$ cat config.mk
export PLATFORM = sky130hd
export DESIGN_NAME = round_scheduler
export DESIGN_NICKNAME = d
export VERILOG_FILES = /design/src/rtl/enc_pkg.sv /design/src/rtl/step_watchdog.sv /design/src/rtl/round_scheduler.sv
export SDC_FILE = /design/constraint.sdc
export NUM_CORES = 1
export LEC_CHECK = 0
export CAP_MARGIN = 0
export CORE_MARGIN = 1.5
export CORE_UTILIZATION = 48
export DETAILED_ROUTE_END_ITERATION = 6
export GPL_TIMING_DRIVEN = 0
export PLACE_DENSITY = 0.71
export SYNTH_ARGS = -nofsm -noshare
export SYNTH_HDL_FRONTEND = slang
export SYNTH_SLANG_ARGS = --single-unit
$ cat constraint.sdc
create_clock -name clk -period 2 [get_ports clk]
set_input_delay 0.4 -clock clk [delete_from_list [all_inputs] [get_ports clk]]
set_output_delay 0.4 -clock clk [all_outputs]
set_load 0.05 [all_outputs]
$ cat src/rtl/enc_pkg.sv
`default_nettype none
// ---------------------------------------------------------------------------
// enc_pkg : shared state encoding and step constants for the permutation
// Rev 1.0
// ---------------------------------------------------------------------------
package enc_pkg;

   typedef enum logic [2:0] {
      S_IDLE   = 3'd0,
      S_LAUNCH = 3'd1,
      S_WAIT   = 3'd2,
      S_NEXT   = 3'd3,
      S_FINISH = 3'd4,
      S_ERR    = 3'd5
   } state_t;

   localparam int STEP_THETA = 0;
   localparam int STEP_RHO   = 1;
   localparam int STEP_PI    = 2;
   localparam int STEP_CHI   = 3;
   localparam int STEP_ADDRC = 4;

   localparam int DEF_NUM_ROUNDS = 24;
   localparam int DEF_RIDX_W     = 5;

endpackage
`default_nettype wire

$ cat src/rtl/step_watchdog.sv
`default_nettype none
// ---------------------------------------------------------------------------
// step_watchdog : clear/enable cycle counter flagging a step that never ends
// Rev 1.0
// ---------------------------------------------------------------------------
module step_watchdog #(
   parameter int TIMEOUT = 512
) (
   input  logic clk,
   input  logic rst,
   input  logic clear,
   input  logic enable,
   output logic expired
);

   localparam int               CNT_W = (TIMEOUT > 1) ? $clog2(TIMEOUT) : 1;
   localparam logic [CNT_W-1:0] LAST  = CNT_W'(TIMEOUT - 1);

   logic [CNT_W-1:0] wdog;

   // Saturates at LAST so the counter can never wrap back to zero.
   always_ff @(posedge clk) begin
      if (rst || clear) begin
         wdog <= '0;
      end else if (enable && !expired) begin
         wdog <= wdog + 1'b1;
      end
   end

   assign expired = (wdog == LAST);

endmodule
`default_nettype wire

$ cat src/rtl/round_scheduler.sv
`default_nettype none
// ---------------------------------------------------------------------------
// round_scheduler : sequences NUM_ROUNDS x NUM_STEPS step controllers
// Rev 1.0
// ---------------------------------------------------------------------------
module round_scheduler
   import enc_pkg::*;
#(
   parameter int NUM_ROUNDS = DEF_NUM_ROUNDS,
   parameter int NUM_STEPS  = 5,
   parameter int RIDX_W     = DEF_RIDX_W,
   parameter int TIMEOUT    = 512
) (
   input  logic                 clk,
   input  logic                 rst,
   input  logic                 start,
   input  logic                 abort,
   input  logic [NUM_STEPS-1:0] step_done,
   output logic [NUM_STEPS-1:0] step_en,
   output logic [RIDX_W-1:0]    round_idx,
   output logic                 busy,
   output logic                 done,
   output logic                 error
);

   localparam int                    SIDX_W     = (NUM_STEPS > 1) ? $clog2(NUM_STEPS) : 1;
   localparam logic [SIDX_W-1:0]     LAST_STEP  = SIDX_W'(NUM_STEPS - 1);
   localparam logic [RIDX_W-1:0]     LAST_ROUND = RIDX_W'(NUM_ROUNDS - 1);
   localparam logic [NUM_STEPS-1:0]  ONE        = {{(NUM_STEPS-1){1'b0}}, 1'b1};

   state_t                 state;
   logic [SIDX_W-1:0]      step_idx;
   logic [NUM_STEPS-1:0]   cur_mask;
   logic                   hit;
   logic                   stray;
   logic                   wd_expired;

   assign cur_mask = ONE << step_idx;
   assign hit      = |(step_done & cur_mask);
   assign stray    = |(step_done & ~cur_mask);

   step_watchdog #(
      .TIMEOUT (TIMEOUT)
   ) u_wdog (
      .clk     (clk),
      .rst     (rst),
      .clear   ((state == S_LAUNCH) || abort),
      .enable  (state == S_WAIT),
      .expired (wd_expired)
   );

   // Outputs are registered alongside the state so they depend on no input combinationally.
   always_ff @(posedge clk) begin
      if (rst || abort) begin
         state     <= S_IDLE;
         step_idx  <= '0;
         round_idx <= '0;
         step_en   <= '0;
         busy      <= 1'b0;
         done      <= 1'b0;
         error     <= 1'b0;
      end else begin
         step_en <= '0;
         done    <= 1'b0;
         unique case (state)
            S_IDLE: begin
               if (start) begin
                  state     <= S_LAUNCH;
                  step_idx  <= '0;
                  round_idx <= '0;
                  step_en   <= ONE;
                  busy      <= 1'b1;
               end
            end
            S_LAUNCH: begin
               state <= S_WAIT;
            end
            S_WAIT: begin
               // A done from the wrong controller outranks the expected one.
               if (stray || (!hit && wd_expired)) begin
                  state <= S_ERR;
                  busy  <= 1'b0;
                  error <= 1'b1;
               end else if (hit) begin
                  state <= S_NEXT;
               end
            end
            S_NEXT: begin
               if (step_idx < LAST_STEP) begin
                  step_idx <= step_idx + 1'b1;
                  step_en  <= ONE << (step_idx + 1'b1);
                  state    <= S_LAUNCH;
               end else begin
                  step_idx <= '0;
                  if (round_idx == LAST_ROUND) begin
                     state <= S_FINISH;
                     busy  <= 1'b0;
                     done  <= 1'b1;
                  end else begin
                     round_idx <= round_idx + 1'b1;
                     step_en   <= ONE;
                     state     <= S_LAUNCH;
                  end
               end
            end
            S_FINISH: begin
               state <= S_IDLE;
            end
            S_ERR: begin
               state <= S_ERR;
            end
            default: begin
               state <= S_IDLE;
               busy  <= 1'b0;
               error <= 1'b0;
            end
         endcase
      end
   end

endmodule
`default_nettype wire

==> results of run 1 <==
tightest hold or removal path: stages, from the launching register on:
cell     delay (ps)
dfxtp_2         350
o21ai_0          70
a21oi_1          60
cell type report:
type / count / area, um^2 / area share [%]
multi-input cells: 131 / 968 / 49.2
plain buffers: 5 / 37.5 / 1.91
repair buffers: 26 / 256 / 13.0
clock inverters: 1 / 30.0 / 1.52
well taps: 44 / 55.1 / 2.80
inverters: 4 / 15.0 / 0.762
flip-flops and latches: 28 / 584 / 29.7
clock buffers: 3 / 22.5 / 1.14
metrics by stage:
step	util, %	setup slack [ps]	hold WS, ps
after floorplan	-	4.15	454
after detailed placement	59.5	-200	489
after global placement	59.5	-153	464
final	65.0	67.4	502
after CTS	61.5	4.16	510
after global routing	65.0	-33.9	533
how the worst max path moves through the flow:
stage                     slack, ps              to  depth (start not counted)
final                            70  u_wdog.wdog[7]                          8
after CTS                         4    round_idx[0]                          1
after detailed placement       -200  u_wdog.wdog[7]                          8
after global routing            -30           error                          8
after global placement         -150  u_wdog.wdog[7]                          8
after floorplan                   4  u_wdog.wdog[7]                          8
cell families (layout without fill, tap and decap cells):
| family | Yosys count | in the layout | share of synthesized area [%] |
|---|---|---|---|
| AO/OA/AOI/OAI | 33 | 33 | 15.2 |
| XOR/XNOR | 5 | 5 | 2.88 |
| adder cells (fa/ha/maj) | 13 | 13 | 10.7 |
| buffers and inverters | 9 | 39 | 3.05 |
| flip-flops | 28 | 28 | 36.9 |
| multiplexers | 4 | 4 | 2.72 |
| AND/OR/NAND/NOR | 76 | 76 | 28.5 |
sequential cells by signal, summed over array words and instances, names as in the netlist:
register,count
step_idx,3
busy,1
error,1
u_wdog.wdog,9
state,3
done,1
round_idx,5
step_en,5
per-layer routing:
metal | vias to the layer above | track usage (%)
met3 | 7 | 2.84
met4 | 0 | 7.79
met1 | 635 | 26.6
met2 | 31 | 31.7
met5 | - | 0
li1 | 662 | -
cells in the mapped netlist, drive strengths merged (4+ instances only):
cell	n
dfxtp	28
nor2	26
nand2	14
ha	13
a21oi	8
o21ai	6
nand3	5
and2	4
inv	4
nor2b	4
xor2	4
cell usage in the layout (no fill, tap or decap), types with 2 or more instances in the layout:
| cell | instances |
|---|---|
| dlymetal6s2s_1 | 4 |
| o21ai_0 | 5 |
| or3_1 | 2 |
| nor3_1 | 2 |
| nand2_1 | 13 |
| dfxtp_1 | 19 |
| dfxtp_2 | 4 |
| o21a_1 | 2 |
| inv_1 | 3 |
| nor2_1 | 25 |
| dfxtp_4 | 5 |
| o211a_1 | 2 |
| buf_6 | 2 |
| mux2i_1 | 3 |
| nand3b_1 | 2 |
| buf_4 | 6 |
| and2_1 | 4 |
| a211oi_1 | 3 |
| nor3b_1 | 2 |
| nor2b_1 | 4 |
| ha_2 | 2 |
| ha_1 | 10 |
| clkbuf_4 | 3 |
| a21oi_1 | 7 |
| nand4_1 | 2 |
| xor2_1 | 4 |
| nor4b_2 | 2 |
| nand2b_1 | 2 |
| clkbuf_1 | 2 |
| nand3_1 | 5 |
| o211ai_1 | 3 |
| clkdlybuf4s50_1 | 16 |
repair_timing:
| action | CTS | global route |
|---|---|---|
| gates resized for setup | 2 | 28 |
| endpoints found under the setup margin | 5 | 15 |
| cloned | 0 | 0 |
| pin swaps | 2 | 7 |
| setup buffers | 1 | 4 |
power breakdown:
group          internal [W]  switching, W   total, W
Sequential         0.000555    0.00000226   0.000557
Combinational     0.0000407     0.0000471  0.0000878
Clock              0.000203      0.000167   0.000370
Total              0.000798      0.000216    0.00101
==> run metrics, run 1 <==
Worst R2R Path Depth=8; pwr/cell area=515 nW/um^2; hold crit path type=register to register; Peak Freq=0.517 GHz; static leakage=0.813 nW; Hold Vio Cnt, Final=0; Synth top area share=roughly 37%; Layout Nets=221; Hold Crit Depth=2; Area Growth Syn to Fin=29.7%; worst hold start=u_wdog.wdog[5]; Tmin final=between 1500 and 2000 ps; FF-to-FF Start=u_wdog.wdog[0]; Antenna Nets Post-Route=0; fin crit share=96.6%; number of synthesized flops with an enable pin=0; main area contributors after synthesis=dfxtp_1 (37%), ha_1 (11%), nor2_1 (6.4%); status=completed; routability cong.=approximately 0.79; crit path DAT=between 2000 and 2500 ps; FFs w/ async S/R, synth=0%; clk_skew=between 2 and 3 ps; post-synthesis net count=190; clk root buf=clkbuf_4; crit path capture type=register; Inst Count DP=about 230; die area=3510 um^2; TritonCTS buffer count=3; RSZ-0062 raised after global routing=yes; Top delay family on crit path=simple AND/OR/NAND/NOR gates; vias in the first global route=between 1,000 and 1,500; Seq cells post-synth=28; DR pass1 iterations=4; Max-slew headroom=54.9%; Worst Setup SP=u_wdog.wdog[0]; wire length on met2=1620 um; Pwr Total=between 0.001 and 0.0015 W; hold buffer count at CTS=0; Core ar.=3030 um^2; Antenna Cells=0; clk sinks=28; Row Count=20; Port Buffer Count=21; slack of the worst reg-to-reg path=about 67 ps; Slew @ Worst Pin=672 ps; total track usage=between 10% and 20%; clock buffer depth=2; finished layout cell area=slightly below 2000 um^2; WL per Instance=13.5 um; critical path type=register to register; Clock Latency Late Sink=between 300 and 400 ps; Slew Viols, Final=0; pin count of the biggest net entering global routing=17; Max rail drop VDD=between 200 and 300 uV; TNS Setup=0 ps; final WL=3260 um; routed vias=1,335; library cells used by synthesis=between 40 and 50; Setup-failing EPs final=0; Initial Utilization=around half; Worst Path Max Fanout=5; Worst setup SP type=register; Ports=22; first-pass GRT wire length=approximately 5200 um; hpwl dp=roughly 2300 um; GRT overflow=0; post-route insts no fill=approximately 240; First DRT Iteration DRCs=59; DP Area=between 1500 and 2000 um^2; Synth area leader=dfxtp_1; Filler cells=257; CP required=between 2000 and 2500 ps; most used flip-flop cell after synthesis=dfxtp_1; Seq/Total Area, Yosys=around 37%; Syn Inst Count=168; critical path cell sequence=ha_4, nand3_1, nor2_2, ha_2, nor4b_4, nand4_4, or3_1, a21oi_1; initial antenna violation count=0; synthesized cell area=1520 um^2; htree depth=1; die height=~60 um; clock transition at the registers of the reported paths=around 150 ps; Die W=a little under 60 um; average vias per placed instance=roughly 5.5; yosys warns=0; Worst Hold End=u_wdog.wdog[5]; Slowest cell on crit path=dfxtp_4; DRC=0; share of cells above drive strength 1=19.7%; CP bufs+invs=0; CTS tree=done; Max-Cap Viols=0; Top Metal Used=met4; post-synthesis average cell area=~9 um^2; CP peak stage delay=just under 400 ps; r2r endpoint=u_wdog.wdog[7]; met3 wire len=between 100 and 150 um; M1 WL=around 1500 um
Power figures use the tool's default switching activity.
==> run 2: changes to the inputs <==
- PLACE_DENSITY: 0.71 -> default
- PLACE_DENSITY_LB_ADDON: default -> 0.2
- SLEW_MARGIN: default -> 20
==> run 2 against run 1 <==
  * Critical path depth shrank 7
  * Non-clock buffer count fell by 1
  * Clock skew rose by 4.2 ps
  * Clock-buffer cell count unchanged
  * Via count fell by 3.1%
  * First-iteration DRC count fell by 39%
  * Sequential share of layout area up 0.23 points
  * Combinational power grew 2%
  * Highest routed layer unchanged
==> run metrics, run 2 (synthesis results as in run 1) <==
Worst R2R Path Depth=8; critical path cell sequence=clkdlybuf4s50_1; initial antenna violation count=0; Max rail drop VDD=approximately 260 uV; hold slack final=between 500 and 600 ps; Antenna Cells=0; clk_skew=7.04 ps; Tmin final=around 2000 ps; pin count of the biggest net entering global routing=15; DR pass1 iterations=4; CTS tree=done; hold buffer count at CTS=0; htree depth=1; Setup-failing EPs final=0; Final Util=between 60% and 70%; Largest Register=u_wdog.wdog; Largest register FFs=9; CP required=around 1600 ps; Hold Crit Depth=2; largest registers=u_wdog.wdog: 9 flops, round_idx: 5 flops, step_en: 5 flops; TritonCTS buffer count=3; GRT overflow=0; crit path capture type=output port; hold crit path type=register to register; static leakage=about 0.74 nW; commonest non-fill, non-tap cell in the layout=nor2_1; Worst Path Max Fanout=4; Max-slew headroom=56.3%; first-pass GRT wire length=around 5000 um; Slew Viols, Final=0; Antenna Nets Post-Route=0; pwr/cell area=roughly 460 nW/um^2; Area Growth Syn to Fin=27.3%; Final WS setup=37.3 ps; Peak Freq=roughly 0.51 GHz; worst hold start=u_wdog.wdog[5]; crit path DAT=roughly 1600 ps; r2r endpoint=u_wdog.wdog[5]; Hold Vio Cnt, Final=0; total track usage=a little under a fifth; die area=approximately 3500 um^2; Slowest cell on crit path=clkdlybuf4s50_1; Clock Latency Late Sink=~330 ps; First DRT Iteration DRCs=36; final WL=3180 um; routed vias=approximately 1,300; clock buffer depth=2; Die W=between 50 and 60 um; Max-Cap Viols=0; Row Count=20; FF-to-FF Start=u_wdog.wdog[5]; post-route insts no fill=240; clk root buf=clkbuf_4; die height=59.3 um; status=completed; Core ar.=3030 um^2; vias in the first global route=roughly 1,100; clk sinks=28; DRC=0; Port Buffer Count=21; Inst Count DP=about 230; Setup WS pre-CTS=-232 ps; fin crit share=between 90% and 100%; Top delay family on crit path=buffers and inverters; CP peak stage delay=around 830 ps; Worst Hold End=u_wdog.wdog[5]; hpwl dp=between 2000 and 2500 um; WL per Instance=approximately 13 um; Ports=22; CP bufs+invs=1; Slew @ Worst Pin=roughly 650 ps; Initial Utilization=50.2%; routability cong.=0.828; Worst setup SP type=register; clock transition at the registers of the reported paths=around 130 ps; Layout Nets=between 200 and 250; share of cells above drive strength 1=20.4%; commonest non-fill, non-tap cells in the layout=nor2_1 (26), dfxtp_1 (20), clkdlybuf4s50_1 (18); average vias per placed instance=between 5 and 6; critical path type=register to output port; slack of the worst reg-to-reg path=70 ps
run 2: changes by cell type in the layout (fill, tap and decap cells not counted), moves of 2 or more:
cell             before  now
a21oi_1               7    5
a21oi_2               1    3
clkdlybuf4s50_1      16   18
dfxtp_4               5    3
dlymetal6s2s_1        4    2
run 2: worst max-delay path by stage:
stage | start | cells after the start | slack [ps] | end
2_1_floorplan | u_wdog.wdog[0] | 8 | 4 | u_wdog.wdog[7]
3_3_place_gp | u_wdog.wdog[4] | 8 | -150 | u_wdog.wdog[7]
3_5_place_dp | step_done[2] | 5 | -230 | busy
4_1_cts | step_idx[2] | 8 | 6 | error
5_1_grt | u_wdog.wdog[3] | 9 | -20 | u_wdog.wdog[6]
6_report | round_idx[0] | 1 | 40 | round_idx[0]
run 2: area by class of cell:
type / instances / area (um^2)
Timing Repair Buffer: 25 / 244
Sequential cell: 28 / 578
Inverter: 4 / 15.0
Fill cell: 260 / 1090
Clock buffer: 3 / 22.5
Buffer: 5 / 33.8
Multi-Input combinational cell: 131 / 985
Tap cell: 44 / 55.1
run 2: timing repair:
action | CTS | global route
pin swaps | 1 | 9
setup endpoints to repair | 4 | 11
gates resized for setup | 2 | 26
setup buffers | 1 | 3
run 2: worst register-to-register path, delay by kind of cell, from the launching register on:
family,cells,cell delay [ps]
and+or+nand+nor,6,1180
AOI/OAI and AO/OA,1,130
adders and majority gates,1,200
DFF,1,360
run 2: power by group:
| group | leakage (nW) | switching, W | internal, W |
|---|---|---|---|
| registers | 0.231 | 0.00000240 | 0.000557 |
| logic | 0.497 | 0.0000486 | 0.0000412 |
| clock network | 0.0138 | 0.000159 | 0.0000709 |
run 2: through the flow:
stage	TNS [ps]	cell area (um^2)	power, W
6_report	0	1930	0.000880
5_1_grt	-40.0	1930	0.000913
4_1_cts	0	1840	0.000886
3_5_place_dp	-1470	1800	0.000660
3_3_place_gp	-762	1800	0.000657
2_1_floorplan	0	1540	0.000627
run 2: layer usage:
layer | wire (um) | vias up | track usage, %
met5 | 0 | - | 0
met4 | 51 | 0 | 8.77
met3 | 82 | 5 | 2.84
met2 | 1570 | 25 | 30.5
met1 | 1480 | 609 | 24.3
li1 | - | 655 | -
